$ cat src/rtl/calc_sequencer_gen_pkg.sv
// Shared types and constants for the keypad calculator sequencer.
// Covers FSM states, keypad codes, error codes and key classification helpers.
package calc_pkg;

  typedef enum logic [3:0] {
    S_IDLE,
    S_ENTER_A,
    S_WRITE_A,
    S_ENTER_OP,
    S_ENTER_B,
    S_WRITE_B,
    S_EXEC,
    S_WAIT_ALU,
    S_WRITE_R,
    S_SHOW,
    S_READBACK
  } state_t;

  typedef logic [3:0] op_t;

  localparam op_t KEY_ADD = 4'hA;
  localparam op_t KEY_SUB = 4'hB;
  localparam op_t KEY_AND = 4'hC;
  localparam op_t KEY_OR  = 4'hD;
  localparam op_t KEY_SHL = 4'hE;
  localparam op_t KEY_EQ  = 4'hF;

  localparam logic [2:0] ERR_NONE    = 3'b000;
  localparam logic [2:0] ERR_DIGIT   = 3'b001;
  localparam logic [2:0] ERR_KEY     = 3'b010;
  localparam logic [2:0] ERR_TIMEOUT = 3'b100;

  function automatic logic is_digit(input logic [3:0] code);
    return code <= 4'd9;
  endfunction

  function automatic logic is_op(input logic [3:0] code);
    return (code >= KEY_ADD) && (code <= KEY_SHL);
  endfunction

endpackage

$ cat src/rtl/calc_sequencer_gen_if.sv
// Bundle of keypad, register-file, ALU and display signals around the sequencer.
// The sequencer takes the master side; the surrounding blocks take the slave side.
interface calc_sequencer_gen_if #(
  parameter int DATA_W = 16,
  parameter int ADDR_W = 5
);

  logic              mode_pi;
  logic              key_valid_pi;
  logic [3:0]        key_code_pi;
  logic              rf_we_o;
  logic [ADDR_W-1:0] rf_waddr_o;
  logic [DATA_W-1:0] rf_wdata_o;
  logic [ADDR_W-1:0] rf_raddr1_o;
  logic [ADDR_W-1:0] rf_raddr2_o;
  logic [DATA_W-1:0] rf_rdata1_pi;
  logic [3:0]        alu_op_o;
  logic              alu_start_o;
  logic              alu_done_pi;
  logic [DATA_W-1:0] alu_result_pi;
  logic [DATA_W-1:0] display_value_o;
  logic              display_en_o;
  logic [2:0]        error_code_o;
  logic              busy_o;

  modport master (
    input  mode_pi, key_valid_pi, key_code_pi, rf_rdata1_pi, alu_done_pi, alu_result_pi,
    output rf_we_o, rf_waddr_o, rf_wdata_o, rf_raddr1_o, rf_raddr2_o, alu_op_o,
           alu_start_o, display_value_o, display_en_o, error_code_o, busy_o
  );

  modport slave (
    output mode_pi, key_valid_pi, key_code_pi, rf_rdata1_pi, alu_done_pi, alu_result_pi,
    input  rf_we_o, rf_waddr_o, rf_wdata_o, rf_raddr1_o, rf_raddr2_o, alu_op_o,
           alu_start_o, display_value_o, display_en_o, error_code_o, busy_o
  );

endinterface

$ cat src/rtl/calc_sequencer_gen_acc.sv
// Decimal operand accumulator: load starts a new operand, push appends a digit.
// acc_next is exposed so the sequencer can register the display in the same cycle.
module calc_operand_acc #(
  parameter int DATA_W     = 16,
  parameter int NUM_DIGITS = 4,
  localparam int CNT_W     = $clog2(NUM_DIGITS + 1)
) (
  input  logic              clk,
  input  logic              reset_n,
  input  logic              load,
  input  logic              push,
  input  logic [3:0]        digit,
  output logic [DATA_W-1:0] acc,
  output logic [DATA_W-1:0] acc_next,
  output logic [CNT_W-1:0]  digit_cnt,
  output logic              full
);

  logic [CNT_W-1:0] cnt_next;

  assign full = (digit_cnt == CNT_W'(NUM_DIGITS));

  // Digits beyond NUM_DIGITS are dropped; the sequencer flags that case itself.
  always_comb begin
    acc_next = acc;
    cnt_next = digit_cnt;
    if (load) begin
      acc_next = DATA_W'(digit);
      cnt_next = CNT_W'(1);
    end else if (push && !full) begin
      acc_next = acc * DATA_W'(10) + DATA_W'(digit);
      cnt_next = digit_cnt + CNT_W'(1);
    end
  end

  always_ff @(posedge clk or negedge reset_n) begin
    if (!reset_n) begin
      acc       <= '0;
      digit_cnt <= '0;
    end else begin
      acc       <= acc_next;
      digit_cnt <= cnt_next;
    end
  end

endmodule

$ cat src/rtl/calc_sequencer_gen.sv
// Keypad calculator sequencer: builds operands, stores them in the register file,
// runs the external ALU, writes back and chains results, and walks stored entries.
module calc_sequencer_gen
  import calc_pkg::*;
#(
  parameter int DATA_W      = 16,
  parameter int ADDR_W      = 5,
  parameter int NUM_DIGITS  = 4,
  parameter int ALU_TIMEOUT = 64
) (
  input logic                clk,
  input logic                reset_n_pi,
  calc_sequencer_gen_if.master bus
);

  localparam int CNT_W = $clog2(NUM_DIGITS + 1);
  localparam int TMR_W = $clog2(ALU_TIMEOUT + 1);

  state_t            state;
  logic [ADDR_W-1:0] wr_ptr;
  logic [ADDR_W-1:0] rd_ptr;
  logic [ADDR_W-1:0] a_addr;
  logic [ADDR_W-1:0] b_addr;
  op_t               op;
  logic [DATA_W-1:0] result;
  logic [TMR_W-1:0]  timer;

  logic              key_digit;
  logic              key_op;
  logic              key_eq;
  logic              acc_load;
  logic              acc_push;
  logic [DATA_W-1:0] acc;
  logic [DATA_W-1:0] acc_next;
  logic [CNT_W-1:0]  digit_cnt;
  logic              acc_full;

  // Address 0 is reserved, so both pointers wrap around it.
  function automatic logic [ADDR_W-1:0] addr_inc(input logic [ADDR_W-1:0] a);
    return (a == {ADDR_W{1'b1}}) ? ADDR_W'(1) : a + ADDR_W'(1);
  endfunction

  function automatic logic [ADDR_W-1:0] addr_dec(input logic [ADDR_W-1:0] a);
    return (a <= ADDR_W'(1)) ? {ADDR_W{1'b1}} : a - ADDR_W'(1);
  endfunction

  assign key_digit = bus.key_valid_pi && is_digit(bus.key_code_pi);
  assign key_op    = bus.key_valid_pi && is_op(bus.key_code_pi);
  assign key_eq    = bus.key_valid_pi && (bus.key_code_pi == KEY_EQ);

  assign acc_load = key_digit && ((state == S_ENTER_OP) ||
                    (bus.mode_pi && ((state == S_IDLE) || (state == S_SHOW))));
  assign acc_push = key_digit && ((state == S_ENTER_A) || (state == S_ENTER_B));

  calc_operand_acc #(
    .DATA_W    (DATA_W),
    .NUM_DIGITS(NUM_DIGITS)
  ) u_acc (
    .clk      (clk),
    .reset_n  (reset_n_pi),
    .load     (acc_load),
    .push     (acc_push),
    .digit    (bus.key_code_pi),
    .acc      (acc),
    .acc_next (acc_next),
    .digit_cnt(digit_cnt),
    .full     (acc_full)
  );

  always_ff @(posedge clk or negedge reset_n_pi) begin
    if (!reset_n_pi) begin
      state               <= S_IDLE;
      wr_ptr              <= ADDR_W'(1);
      rd_ptr              <= '0;
      a_addr              <= '0;
      b_addr              <= '0;
      op                  <= '0;
      result              <= '0;
      timer               <= '0;
      bus.rf_we_o         <= 1'b0;
      bus.rf_waddr_o      <= '0;
      bus.rf_wdata_o      <= '0;
      bus.rf_raddr1_o     <= '0;
      bus.rf_raddr2_o     <= '0;
      bus.alu_op_o        <= '0;
      bus.alu_start_o     <= 1'b0;
      bus.display_value_o <= '0;
      bus.display_en_o    <= 1'b0;
      bus.error_code_o    <= ERR_NONE;
      bus.busy_o          <= 1'b0;
    end else begin
      bus.rf_we_o     <= 1'b0;
      bus.alu_start_o <= 1'b0;
      unique case (state)
        S_IDLE, S_SHOW: begin
          if (!bus.mode_pi) begin
            state           <= S_READBACK;
            rd_ptr          <= addr_dec(wr_ptr);
            bus.rf_raddr1_o <= addr_dec(wr_ptr);
          end else if (key_digit) begin
            state               <= S_ENTER_A;
            bus.display_value_o <= acc_next;
            bus.display_en_o    <= 1'b1;
            bus.error_code_o    <= ERR_NONE;
          end else if (key_op && state == S_SHOW) begin
            state            <= S_ENTER_OP;
            op               <= bus.key_code_pi;
            bus.error_code_o <= ERR_NONE;
          end else if (bus.key_valid_pi) begin
            bus.error_code_o <= ERR_KEY;
          end
        end
        S_ENTER_A, S_ENTER_B: begin
          if (key_digit) begin
            if (acc_full) begin
              bus.error_code_o <= ERR_DIGIT;
            end else begin
              bus.display_value_o <= acc_next;
              bus.display_en_o    <= 1'b1;
              bus.error_code_o    <= ERR_NONE;
            end
          end else if ((key_op && state == S_ENTER_A) ||
                       (key_eq && state == S_ENTER_B && digit_cnt != '0)) begin
            state            <= (state == S_ENTER_A) ? S_WRITE_A : S_WRITE_B;
            if (state == S_ENTER_A) op <= bus.key_code_pi;
            bus.rf_we_o      <= 1'b1;
            bus.rf_waddr_o   <= wr_ptr;
            bus.rf_wdata_o   <= acc;
            bus.busy_o       <= 1'b1;
            bus.error_code_o <= ERR_NONE;
          end else if (bus.key_valid_pi) begin
            bus.error_code_o <= ERR_KEY;
          end
        end
        S_WRITE_A: begin
          a_addr     <= wr_ptr;
          wr_ptr     <= addr_inc(wr_ptr);
          bus.busy_o <= 1'b0;
          state      <= S_ENTER_OP;
        end
        S_ENTER_OP: begin
          if (key_digit) begin
            state               <= S_ENTER_B;
            bus.display_value_o <= acc_next;
            bus.display_en_o    <= 1'b1;
            bus.error_code_o    <= ERR_NONE;
          end else if (key_op) begin
            op               <= bus.key_code_pi;
            bus.error_code_o <= ERR_NONE;
          end else if (bus.key_valid_pi) begin
            bus.error_code_o <= ERR_KEY;
          end
        end
        S_WRITE_B: begin
          b_addr <= wr_ptr;
          wr_ptr <= addr_inc(wr_ptr);
          state  <= S_EXEC;
        end
        S_EXEC: begin
          bus.rf_raddr1_o <= a_addr;
          bus.rf_raddr2_o <= b_addr;
          bus.alu_op_o    <= op;
          bus.alu_start_o <= 1'b1;
          timer           <= '0;
          state           <= S_WAIT_ALU;
        end
        // Keys are ignored while the ALU is running; a missing done aborts to IDLE.
        S_WAIT_ALU: begin
          if (bus.alu_done_pi) begin
            result         <= bus.alu_result_pi;
            bus.rf_we_o    <= 1'b1;
            bus.rf_waddr_o <= wr_ptr;
            bus.rf_wdata_o <= bus.alu_result_pi;
            state          <= S_WRITE_R;
          end else if (timer == TMR_W'(ALU_TIMEOUT - 1)) begin
            bus.error_code_o <= ERR_TIMEOUT;
            bus.busy_o       <= 1'b0;
            state            <= S_IDLE;
          end else begin
            timer <= timer + TMR_W'(1);
          end
        end
        S_WRITE_R: begin
          a_addr              <= wr_ptr;
          wr_ptr              <= addr_inc(wr_ptr);
          bus.display_value_o <= result;
          bus.display_en_o    <= 1'b1;
          bus.busy_o          <= 1'b0;
          state               <= S_SHOW;
        end
        S_READBACK: begin
          bus.display_value_o <= bus.rf_rdata1_pi;
          bus.display_en_o    <= 1'b1;
          if (bus.mode_pi) begin
            state <= S_IDLE;
          end else if (key_eq) begin
            rd_ptr           <= addr_dec(rd_ptr);
            bus.rf_raddr1_o  <= addr_dec(rd_ptr);
            bus.error_code_o <= ERR_NONE;
          end else if (bus.key_valid_pi) begin
            bus.error_code_o <= ERR_KEY;
          end
        end
        default: state <= S_IDLE;
      endcase
    end
  end

endmodule

$ cat src/flat_wrapper.sv
// flat-port wrapper written by rule: the top's interface ports become plain ports
module calc_sequencer_gen_flat import calc_pkg::*;
#(
  parameter int DATA_W      = 16,
  parameter int ADDR_W      = 5,
  parameter int NUM_DIGITS  = 4,
  parameter int ALU_TIMEOUT = 64
)
  (clk, reset_n_pi, bus_mode_pi, bus_key_valid_pi, bus_key_code_pi, bus_rf_rdata1_pi, bus_alu_done_pi, bus_alu_result_pi, bus_rf_we_o, bus_rf_waddr_o, bus_rf_wdata_o, bus_rf_raddr1_o, bus_rf_raddr2_o, bus_alu_op_o, bus_alu_start_o, bus_display_value_o, bus_display_en_o, bus_error_code_o, bus_busy_o);
  calc_sequencer_gen_if #(.DATA_W(DATA_W), .ADDR_W(ADDR_W)) bus_i ();
  input logic clk;
  input logic reset_n_pi;
  input wire logic [$bits(bus_i.mode_pi)-1:0] bus_mode_pi;
  input wire logic [$bits(bus_i.key_valid_pi)-1:0] bus_key_valid_pi;
  input wire logic [$bits(bus_i.key_code_pi)-1:0] bus_key_code_pi;
  input wire logic [$bits(bus_i.rf_rdata1_pi)-1:0] bus_rf_rdata1_pi;
  input wire logic [$bits(bus_i.alu_done_pi)-1:0] bus_alu_done_pi;
  input wire logic [$bits(bus_i.alu_result_pi)-1:0] bus_alu_result_pi;
  output wire logic [$bits(bus_i.rf_we_o)-1:0] bus_rf_we_o;
  output wire logic [$bits(bus_i.rf_waddr_o)-1:0] bus_rf_waddr_o;
  output wire logic [$bits(bus_i.rf_wdata_o)-1:0] bus_rf_wdata_o;
  output wire logic [$bits(bus_i.rf_raddr1_o)-1:0] bus_rf_raddr1_o;
  output wire logic [$bits(bus_i.rf_raddr2_o)-1:0] bus_rf_raddr2_o;
  output wire logic [$bits(bus_i.alu_op_o)-1:0] bus_alu_op_o;
  output wire logic [$bits(bus_i.alu_start_o)-1:0] bus_alu_start_o;
  output wire logic [$bits(bus_i.display_value_o)-1:0] bus_display_value_o;
  output wire logic [$bits(bus_i.display_en_o)-1:0] bus_display_en_o;
  output wire logic [$bits(bus_i.error_code_o)-1:0] bus_error_code_o;
  output wire logic [$bits(bus_i.busy_o)-1:0] bus_busy_o;
  assign bus_i.mode_pi = bus_mode_pi;
  assign bus_i.key_valid_pi = bus_key_valid_pi;
  assign bus_i.key_code_pi = bus_key_code_pi;
  assign bus_i.rf_rdata1_pi = bus_rf_rdata1_pi;
  assign bus_i.alu_done_pi = bus_alu_done_pi;
  assign bus_i.alu_result_pi = bus_alu_result_pi;
  assign bus_rf_we_o = bus_i.rf_we_o;
  assign bus_rf_waddr_o = bus_i.rf_waddr_o;
  assign bus_rf_wdata_o = bus_i.rf_wdata_o;
  assign bus_rf_raddr1_o = bus_i.rf_raddr1_o;
  assign bus_rf_raddr2_o = bus_i.rf_raddr2_o;
  assign bus_alu_op_o = bus_i.alu_op_o;
  assign bus_alu_start_o = bus_i.alu_start_o;
  assign bus_display_value_o = bus_i.display_value_o;
  assign bus_display_en_o = bus_i.display_en_o;
  assign bus_error_code_o = bus_i.error_code_o;
  assign bus_busy_o = bus_i.busy_o;
  calc_sequencer_gen #(.DATA_W(DATA_W), .ADDR_W(ADDR_W), .NUM_DIGITS(NUM_DIGITS), .ALU_TIMEOUT(ALU_TIMEOUT)) u_core (.clk(clk), .reset_n_pi(reset_n_pi), .bus(bus_i));
endmodule
$ cat config.mk
export PLATFORM = sky130hd
export DESIGN_NAME = calc_sequencer_gen_flat
export DESIGN_NICKNAME = d
export VERILOG_FILES = /design/src/rtl/calc_sequencer_gen_pkg.sv /design/src/rtl/calc_sequencer_gen_if.sv /design/src/rtl/calc_sequencer_gen_acc.sv /design/src/rtl/calc_sequencer_gen.sv /design/src/flat_wrapper.sv
export SDC_FILE = /design/constraint.sdc
export NUM_CORES = 1
export LEC_CHECK = 0
export ABC_AREA = 1
export BUFFER_PORTS_ARGS = -buffer_cell sky130_fd_sc_hd__buf_4
export CORE_MARGIN = 2
export CORE_UTILIZATION = 55
export CTS_BUF_LIST = sky130_fd_sc_hd__clkbuf_16
export DETAILED_ROUTE_END_ITERATION = 10
export MAX_ROUTING_LAYER = met4
export PLACE_DENSITY = 0.86
export SYNTH_ARGS = -nofsm -noshare
export SYNTH_HDL_FRONTEND = slang
export SYNTH_SLANG_ARGS = --single-unit
$ cat constraint.sdc
create_clock -name clk -period 8 [get_ports clk]
set_input_delay 0.4 -clock clk [delete_from_list [all_inputs] [get_ports clk]]
set_output_delay 0.4 -clock clk [all_outputs]
set_load 0.05 [all_outputs]
==> flow_metrics.py <==
metrics = {
    "sta": {
        "worst_pin_slew_ns": 1.18,
        "fin_skew_ns": 0.00817,
        "slew-limit-headroom_pct": 20.7,
        "hold_violations": 2,
        "setup_viol": 0,
        "whs_ns": -0.00674,
        "setup_tns_ns": 0,
        "fin_ws_ns": 4.81,
        "fin_crit_sh_pct": 39.9,
        "period_minus_slack_ns": 3.19,
        "fmax_ghz": 0.314,
        "drv_slew": 0,
        "grt_setup_unrepaired": "no",
    },
    "global_route": {
        "grt_pass1_wl_mm": 32.8,
        "grt_max_degree": 79,
        "grt_use_total_pct": 30.1,
        "antenna_found_initial": 0,
        "overflow": 0,
        "grt_pass1_vias": 6535,
    },
    "run_status": {
        "status": "finished, violations left",
        "violations": "hold timing",
    },
    "route": {
        "postRouteAntennaNets": 0,
        "drc": 0,
        "wire_per_inst_um": 16.5,
        "vias": 6897,
        "via_per_inst": 5.69,
        "firstDrtPassIters": 7,
        "routed_wl_mm": 20.0,
        "drt_iter0_drc": 760,
    },
    "layout": {
        "area_growth_pct": 19.0,
        "final_net_count": 1102,
        "antenna_cells": 0,
        "fin_area_mm2": 0.00869,
        "layout-drive-gt1-share_pct": 17.6,
    },
    "logic_synthesis": {
        "avgSynthCellArea_um2": 7.86,
        "synth_top_cell_by_area": "dfrtp_1",
        "seq_area_frac_synth_pct": 43.9,
        "synth.distinct_cells": 53,
        "syn-instance-count": 929,
        "ys_async_sr_fraction_pct": 100,
        "synth_ff_type": "dfrtp_1",
        "netlist_top_cells_area": "dfrtp_1 44%, nand2_1 15%, ha_1 6.0%",
        "synth_warnings": 0,
        "synth_fp_nets": 1007,
        "ys_top_cells_by_count": "284 x nand2_1, 127 x dfrtp_1, 85 x inv_1, 85 x nor2_1, 56 x o21ai_0",
        "synth.most_common_cell": "nand2_1",
        "yosysTopAreaCellShare_pct": 43.5,
        "synth_edf_count": 0,
        "syn-cell-area_mm2": 0.00730,
        "ys_ff_latch": 128,
    },
    "worst_setup_path": {
        "cp-end-kind": "flop",
        "max_stage_delay_ns": 0.62,
        "start_kind": "flop",
        "crit_path_top_delay_cell": "nor2_2",
        "critical_path.cell_chain": "nand2_1, nor2_4, inv_2, nor2_2, nor2_1, inv_2, nor2_1, a31oi_1",
        "cp_max_fo": 33,
        "path_class": "reg2reg",
        "worstPathArrival_ns": 3.52,
        "cp.required_ns": 8.33,
    },
    "floorplanning": {
        "core_mm2": 0.0131,
        "initial_core_util_pct": 55.8,
        "die_w_um": 119,
        "io_pins": 99,
        "rows": 42,
        "fp.dieH_um": 119,
        "die-area_mm2": 0.0142,
    },
    "power_and_ir_drop": {
        "peakVddDrop_mv": 0.395,
        "power_mw": 4.14,
        "leakage_nw": 4.46,
        "power.density_mw_per_mm2": 476,
    },
    "clock_network": {
        "cts_tree": "yes",
        "clkTransAtPathRegs_ns": 0.06,
        "cts_buffer_depth": 2,
        "cts_resized": 0,
        "cts_setup_buffers": 0,
        "cts_buffers": 17,
        "cts_sinks": 128,
        "htreeDepth": 4,
        "cts_root_buf": "clkbuf_16",
        "clk_latency_ns": 0.42,
        "cts_hold_buffers": 0,
    },
    "placement": {
        "port_buffers": 98,
        "placed_cell_area_mm2": 0.00814,
        "dp_slack_ns": 4.94,
        "hpwl_mm": 14.8,
        "place.gp.congestion": 0.987,
    },
    "flow_run": {
        "drv_cap": 0,
    },
    "hold_path": {
        "hp-class": "in2async",
    },
}
-- state kept, by name, indices dropped and copies added (netlist names), 7 cells and up --
| name | cells |
|---|---|
| u_core.bus.rf_wdata_o | 16 |
| u_core.u_acc.acc | 16 |
| u_core.timer | 7 |
| u_core.result | 16 |
| u_core.bus.display_value_o | 16 |
-- final cells by class --
class | instances | area, um^2
fillers | 1056 | 4390
clock inverters | 15 | 129
well taps | 176 | 220
inverters | 103 | 389
multi-input cells | 674 | 3570
repair buffers | 100 | 751
clock buffers | 17 | 425
flip-flops and latches | 128 | 3200
-- per-stage QoR --
| step | std cells | util, % |
|---|---|---|
| 6_report | 1213 | 66.4 |
| 5_1_grt | 1213 | 66.4 |
| 4_1_cts | 1213 | 66.4 |
| 3_5_place_dp | 1181 | 62.2 |
| 3_3_place_gp | 1181 | 62.2 |
| 2_1_floorplan | 929 | - |
-- final timing paths --
check / from / to / slack [ns] / depth (start not counted)
min reg2reg: u_core.op[3]$_DFFE_PN0P_ / u_core.op[3]$_DFFE_PN0P_ / 0.44 / 2
max in group asynchronous: reset_n_pi / u_core.state[1]$_DFFE_PN0P_ / 6.60 / 2
min in group clk: bus_alu_result_pi[13] / u_core.result[13]$_DFFE_PN0P_ / 0.20 / 3
min: reset_n_pi / u_core.bus.rf_raddr1_o[2]$_DFFE_PN0P_ / -0.007 / 1
max: u_core.state[1]$_DFFE_PN0P_ / u_core.bus.rf_wdata_o[3]$_DFFE_PN0P_ / 4.81 / 8
max reg2reg: u_core.state[1]$_DFFE_PN0P_ / u_core.bus.rf_wdata_o[3]$_DFFE_PN0P_ / 4.81 / 8
-- where the power goes --
group	total, mW	switching (mW)	internal, mW
clock network	0.739	0.289	0.450
registers	1.18	0.239	0.939
logic	2.22	1.53	0.693
-- placed cells by master, fill, tap and decap left out, types with 3 or more instances in the layout --
cell type and count:
nor3_1 5, a41oi_1 4, inv_2 16, clkinv_2 3
clkinv_1 4, nor2_2 5, a22oi_1 5, nand2_1 284
clkbuf_16 17, clkinvlp_4 3, a21oi_1 39, o21ai_2 3
xor2_1 6, dfrtp_1 127, nand2_2 9, nand3b_1 6
a31oi_1 23, nand4_1 10, nand3_1 39, o21ai_1 8
o21ai_0 56, inv_1 88, nor2_1 85, buf_4 100
nor2_4 5, a221oi_1 9, ha_1 35, o211ai_1 4
-- kinds of logic after synthesis --
group | Yosys count | share of synthesized area [%]
compound gates | 171 | 14.8
xor+xnor | 8 | 0.960
fa+ha+maj | 37 | 6.55
buf+inv | 127 | 7.20
flops | 128 | 43.9
simple gates | 458 | 26.6
-- layer usage --
layer / track usage [%] / vias to the layer above / part of all wire (%)
met3: 5.36 / 50 / 7.8
met5: - / - / 0
met1: 39.9 / 3261 / 42
li1: - / 3264 / -
met2: 47.1 / 322 / 47
met4: 10.4 / 0 / 2.7
-- critical path: cells and delay by family, from the launching register on --
family / cells / cell delay, ns
buffers and inverters: 2 / 0.75
AND/OR/NAND/NOR: 5 / 1.68
AO/OA/AOI/OAI: 1 / 0.20
flip-flops: 1 / 0.46
No activity file was read; power rests on OpenSTA's default activity.
